### src/rtl/uart_pkg.sv
// uart_pkg: definitions shared by the UART blocks.
//   UART_DW    : serial data word width (8).
//   START_BIT  : line level of the start bit (0).
//   STOP_BIT   : line level of the stop bit and of the idle line (1).
//   uart_state_e : 3-bit transmitter state encoding, IDLE=0 .. STOP=6.
package uart_pkg;

    localparam int unsigned UART_DW = 8;

    localparam logic START_BIT = 1'b0;
    localparam logic STOP_BIT  = 1'b1;

    typedef enum logic [2:0] {
        IDLE   = 3'd0,
        POP    = 3'd1,
        LOAD   = 3'd2,
        START  = 3'd3,
        DATA   = 3'd4,
        PARITY = 3'd5,
        STOP   = 3'd6
    } uart_state_e;

endpackage

### src/rtl/uart_baud_tick.sv
// uart_baud_tick: bit-period counter shared by the UART transmitter and receiver.
// Counts 0..CLKS_PER_BIT-1 and flags the last cycle of each bit period.
//   clk   : system clock, rising edge.
//   rst   : synchronous active-high reset, clears the count.
//   clear : synchronous clear, holds the count at 0 while high.
//   tick  : high during the last cycle (count == CLKS_PER_BIT-1) of a bit period.
module uart_baud_tick #(
    parameter int unsigned CLKS_PER_BIT = 868
) (
    input  logic clk,
    input  logic rst,
    input  logic clear,
    output logic tick
);

    localparam int unsigned CNT_W = $clog2(CLKS_PER_BIT);
    localparam logic [CNT_W-1:0] LAST = CNT_W'(CLKS_PER_BIT - 1);

    logic [CNT_W-1:0] r_cnt;
    logic             w_last;

    assign w_last = (r_cnt == LAST);
    assign tick   = w_last && !clear;

    always_ff @(posedge clk) begin
        if (rst || clear) begin
            r_cnt <= '0;
        end else if (w_last) begin
            r_cnt <= '0;
        end else begin
            r_cnt <= r_cnt + CNT_W'(1);
        end
    end

endmodule

### src/rtl/fifo_uart_tx.sv
// fifo_uart_tx: drains an 8-bit synchronous FIFO one byte at a time and sends
// each byte as a serial frame: start, 8 data bits LSB first, optional even
// parity, stop.
//   clk      : system clock, rising edge.
//   rst      : synchronous active-high reset.
//   empty    : FIFO empty flag, looked at only while idle.
//   data_out : FIFO read data, valid the cycle after rd_en was sampled.
//   rd_en    : registered one-cycle FIFO pop strobe.
//   tx       : serial line, idles high.
//   busy     : high from the pop decision until the end of the stop bit.
module fifo_uart_tx
    import uart_pkg::*;
#(
    parameter int unsigned CLKS_PER_BIT = 868,
    parameter int unsigned PARITY_EN    = 0
) (
    input  logic               clk,
    input  logic               rst,
    input  logic               empty,
    input  logic [UART_DW-1:0] data_out,
    output logic               rd_en,
    output logic               tx,
    output logic               busy
);

    uart_state_e        r_state;
    logic [UART_DW-1:0] r_shreg;
    logic               r_par;
    logic [2:0]         r_bit_idx;
    logic               r_tx;
    logic               r_rd_en;
    logic               r_busy;

    logic               w_clear;
    logic               w_tick;

    // Baud timing only runs while a bit is on the line, so the first bit
    // period after LOAD starts from a zero count.
    assign w_clear = (r_state == IDLE) || (r_state == POP) || (r_state == LOAD);

    uart_baud_tick #(
        .CLKS_PER_BIT(CLKS_PER_BIT)
    ) u_baud (
        .clk   (clk),
        .rst   (rst),
        .clear (w_clear),
        .tick  (w_tick)
    );

    assign tx    = r_tx;
    assign rd_en = r_rd_en;
    assign busy  = r_busy;

    always_ff @(posedge clk) begin
        if (rst) begin
            r_state   <= IDLE;
            r_shreg   <= '0;
            r_par     <= 1'b0;
            r_bit_idx <= '0;
            r_tx      <= STOP_BIT;
            r_rd_en   <= 1'b0;
            r_busy    <= 1'b0;
        end else begin
            case (r_state)
                IDLE: begin
                    r_tx   <= STOP_BIT;
                    r_busy <= 1'b0;
                    if (!empty) begin
                        r_rd_en <= 1'b1;
                        r_busy  <= 1'b1;
                        r_state <= POP;
                    end
                end
                POP: begin
                    r_rd_en <= 1'b0;
                    r_state <= LOAD;
                end
                LOAD: begin
                    r_shreg   <= data_out;
                    r_par     <= 1'b0;
                    r_bit_idx <= '0;
                    r_tx      <= START_BIT;
                    r_state   <= START;
                end
                START: begin
                    // Parity accumulates each data bit as it is put on the line.
                    if (w_tick) begin
                        r_tx      <= r_shreg[0];
                        r_par     <= r_par ^ r_shreg[0];
                        r_shreg   <= r_shreg >> 1;
                        r_bit_idx <= '0;
                        r_state   <= DATA;
                    end
                end
                DATA: begin
                    if (w_tick) begin
                        if (r_bit_idx == 3'd7) begin
                            if (PARITY_EN != 0) begin
                                r_tx    <= r_par;
                                r_state <= PARITY;
                            end else begin
                                r_tx    <= STOP_BIT;
                                r_state <= STOP;
                            end
                        end else begin
                            r_tx      <= r_shreg[0];
                            r_par     <= r_par ^ r_shreg[0];
                            r_shreg   <= r_shreg >> 1;
                            r_bit_idx <= r_bit_idx + 3'd1;
                        end
                    end
                end
                PARITY: begin
                    if (w_tick) begin
                        r_tx    <= STOP_BIT;
                        r_state <= STOP;
                    end
                end
                STOP: begin
                    if (w_tick) begin
                        r_busy  <= 1'b0;
                        r_state <= IDLE;
                    end
                end
                default: begin
                    r_tx    <= STOP_BIT;
                    r_rd_en <= 1'b0;
                    r_busy  <= 1'b0;
                    r_state <= IDLE;
                end
            endcase
        end
    end

endmodule

### config.mk
export PLATFORM = sky130hd
export DESIGN_NAME = fifo_uart_tx
export DESIGN_NICKNAME = d
export VERILOG_FILES = /design/src/rtl/uart_pkg.sv /design/src/rtl/uart_baud_tick.sv /design/src/rtl/fifo_uart_tx.sv
export SDC_FILE = /design/constraint.sdc
export NUM_CORES = 1
export LEC_CHECK = 0
export BUFFER_PORTS_ARGS = -buffer_cell sky130_fd_sc_hd__buf_2
export CORE_MARGIN = 2
export CORE_UTILIZATION = 60
export CTS_BUF_LIST = sky130_fd_sc_hd__clkbuf_8
export DETAILED_ROUTE_END_ITERATION = 6
export MAX_ROUTING_LAYER = met4
export PLACE_DENSITY_LB_ADDON = 0.08
export SLEW_MARGIN = 10
export SYNTH_ARGS = -nofsm -noshare
export SYNTH_HDL_FRONTEND = slang
export SYNTH_SLANG_ARGS = --single-unit
export TNS_END_PERCENT = 5
### constraint.sdc
create_clock -name clk -period 2.2 [get_ports clk]
set_input_delay 0.33 -clock clk [delete_from_list [all_inputs] [get_ports clk]]
set_output_delay 0.33 -clock clk [all_outputs]
set_load 0.01 [all_outputs]
==> impl_metrics.json <==
{
  "clk_latency_ns": 0.28,
  "mappedNetlistArea_um2": 1430,
  "viasPerCell": 6.41,
  "finalHoldViolCount": 0,
  "synth.avg_cell_area_um2": 8.84,
  "synth_edf_count": 0,
  "ios": 14,
  "slew_headroom_pct": 60.3,
  "drv_slew": 0,
  "hold_path_class": "input pin to flip-flop",
  "wirelength_um": 3120,
  "cp_slowest_cell": "o21ai_2",
  "area_delta_synth_final_pct": 7.42,
  "crit_start": "r_state[1]",
  "numCtsBuffers": 3,
  "antenna_found_initial": 0,
  "path_class": "flip-flop to flip-flop",
  "fill_cells": 187,
  "r2r_slack_ns": 0.27,
  "worst-slew-pin-transition_ns": 0.596,
  "r2r_start": "r_state[1]",
  "clock_sinks": 27,
  "postSynth.asyncResetShare_pct": 0,
  "cp_num_cells": 4,
  "wire_per_inst_um": 15.8,
  "cpLargestDelayFamily": "compound AO/OA/AOI/OAI gates",
  "grt_pass1_wl_um": 5180,
  "num_rows": 17,
  "status": "finished clean",
  "cts_tree": "built",
  "cts_buffer_depth": 2,
  "ys.flop_type": "dfxtp_1",
  "post-dp-hpwl_um": 2140,
  "ys_ff_latch": 27,
  "arrival_ns": 2.11,
  "fin_setup_tns_ns": 0,
  "numPortBuffers": 13,
  "final_cell_mix": "dfxtp_1, a21oi_1, nor2_1",
  "ir_worst_vdd_v": 0.000444,
  "final_common_cell": "dfxtp_1",
  "final_layout_size_suffix_gt1_share_pct": 15.3,
  "overflow": 0,
  "finalClockSkew_ns": 0.00724,
  "cp_cell_sequence": "or3b_4 > o21ai_2 > a21oi_1 > a311oi_1",
  "swShare_pct": 26.4,
  "die_area_um2": 2790,
  "worst_r2r_path_depth": 4,
  "first_global_vias": 1132,
  "nets": 185,
  "postRouteAntennaNets": 0,
  "core_area_um2": 2230,
  "fmax_mhz": 519,
  "h-tree-depth": 1,
  "start_kind": "flip-flop",
  "power.internal_mw": 0.688,
  "die_y_um": 52.9,
  "yosysUniqueCellTypes": 46,
  "gr-usage-all-layers_pct": 26.0,
  "drv_cap": 0,
  "cts_resized": 0,
  "p_comb_share_pct": 14.0,
  "vias": 1269,
  "crit_path_end": "r_shreg[5]",
  "totalPowerFinal_mw": 0.935,
  "seqPwrFrac_pct": 56.2,
  "critPathBufInv": 0,
  "fin_crit_ns": 1.93,
  "path_clk_slew_ns": 0.09,
  "netlist_instances": 162,
  "diodes": 0,
  "p_per_area_nw_per_um2": 607,
  "switching_power_mw": 0.247,
  "rsz0062_at_grt": "no",
  "r2r-end": "r_shreg[5]",
  "drc_errors": 0,
  "post-cts-setup-buffers": 0,
  "start_util_pct": 64.1,
  "holdBufCountCts": 0,
  "cp_slowest_stage_delay_ns": 0.49,
  "drt_first_iter_violations": 31,
  "gp_congestion": 0.843,
  "setup_viol_count_final": 0,
  "power_frac_clock_pct": 29.8,
  "yosysWarnings": 0,
  "syn-num-nets": 176,
  "cts_root_buf": "clkbuf_8",
  "critPathRequiredTime_ns": 2.38,
  "cellLeakagePower_nw": 0.597,
  "worstPathMaxFanout": 15,
  "grt_max_degree": 22,
  "die_w_um": 52.9,
  "end_kind": "flip-flop",
  "yosysSeqAreaShare_pct": 37.7,
  "dr.pass1.iters": 4,
  "min_period_over_period_pct": 87.5
}
cell usage after synthesis, types with 2 or more instances:
| cell type | instances | area share, % |
|---|---|---|
| a2111oi_0 | 2 | 1.2 |
| a21oi_1 | 16 | 5.6 |
| a311oi_1 | 7 | 4.3 |
| a31oi_1 | 5 | 2.2 |
| and3_1 | 3 | 1.3 |
| buf_2 | 4 | 1.4 |
| clkbuf_1 | 6 | 1.6 |
| dfxtp_1 | 27 | 38 |
| ha_1 | 3 | 2.6 |
| inv_1 | 2 | 0.52 |
| mux2i_1 | 8 | 5.6 |
| nand2_1 | 4 | 1.0 |
| nand3_1 | 6 | 2.1 |
| nand4_1 | 3 | 1.3 |
| nor2_1 | 14 | 3.7 |
| nor2b_1 | 2 | 0.87 |
| nor3_1 | 3 | 1.0 |
| nor3b_1 | 3 | 1.6 |
| nor4b_1 | 2 | 1.2 |
| o21ai_0 | 8 | 2.8 |
| o21bai_1 | 2 | 1.0 |
| or4b_1 | 2 | 1.4 |
| xnor2_1 | 2 | 1.2 |
| xor2_1 | 6 | 3.7 |
worst reg2reg max path: stages, from the launching register on:
cell and delay [ns]:
dfxtp_1 0.44, or3b_4 0.44, o21ai_2 0.49, a21oi_1 0.16, a311oi_1 0.31
registers in the layout (all words and copies together) (netlist names):
name,cells
u_baud.r_cnt,10
busy,1
r_shreg,8
rd_en,1
r_bit_idx,3
tx,1
r_state,3
power by group through the flow:
stage / registers [mW] / logic, mW / clock network (mW)
2_1_floorplan: 0.530 / 0.100 / 0
3_3_place_gp: 0.535 / 0.123 / 0
3_5_place_dp: 0.536 / 0.130 / 0
4_1_cts: 0.524 / 0.130 / 0.285
5_1_grt: 0.527 / 0.146 / 0.299
6_report: 0.525 / 0.131 / 0.279
worst min-delay path by stage:
stage / depth (start not counted) / to / slack [ns] / start
2_1_floorplan: 1 / u_baud.r_cnt[0] / 0.43 / u_baud.r_cnt[0]
3_3_place_gp: 1 / u_baud.r_cnt[0] / 0.44 / u_baud.r_cnt[0]
3_5_place_dp: 1 / u_baud.r_cnt[0] / 0.45 / u_baud.r_cnt[0]
4_1_cts: 2 / busy / 0.28 / empty
5_1_grt: 2 / busy / 0.29 / empty
6_report: 2 / busy / 0.28 / empty
metrics by stage:
stage / hold slack (ns) / std cells / setup WS, ns / cell area, µm² / util, %
3_3_place_gp: 0.437 / 194 / 0.383 / 1490 / 66.9
3_5_place_dp: 0.453 / 194 / 0.298 / 1490 / 66.9
4_1_cts: 0.275 / 198 / 0.276 / 1540 / 68.9
5_1_grt: 0.287 / 198 / 0.147 / 1540 / 68.9
2_1_floorplan: 0.426 / 162 / 0.495 / 1430 / -
6_report: 0.276 / 198 / 0.274 / 1540 / 68.9
final cells by class:
cell class | count | area, µm² | area share (%)
Multi-Input combinational cell | 121 | 823 | 53.5
Sequential cell | 27 | 541 | 35.1
Timing Repair Buffer | 16 | 87.6 | 5.69
Clock buffer | 3 | 41.3 | 2.68
Tap cell | 28 | 35.0 | 2.28
Inverter | 2 | 7.51 | 0.488
Clock inverter | 1 | 3.75 | 0.244
kinds of logic (layout without fill, tap and decap cells):
kind of cell | after synthesis | in the layout | share of synthesized area (%)
AO/OA/AOI/OAI | 46 | 46 | 20.6
XOR/XNOR | 8 | 8 | 4.89
adder cells (fa/ha/maj) | 3 | 3 | 2.62
buffers and inverters | 14 | 22 | 4.80
flip-flops | 27 | 27 | 37.7
multiplexers | 8 | 8 | 5.59
AND/OR/NAND/NOR | 56 | 56 | 23.8
per-layer routing:
| metal | up-vias | wire length, µm | track usage [%] | share of wire, % |
|---|---|---|---|---|
| li1 | 618 | - | - | - |
| met3 | 7 | 92 | 2.82 | 2.9 |
| met1 | 610 | 1480 | 32.6 | 48 |
| met4 | 0 | 64 | 11.5 | 2.1 |
| met2 | 34 | 1480 | 42.3 | 47 |
| met5 | - | 0 | - | 0 |
Note: power is estimated with default switching activity, not from simulation.
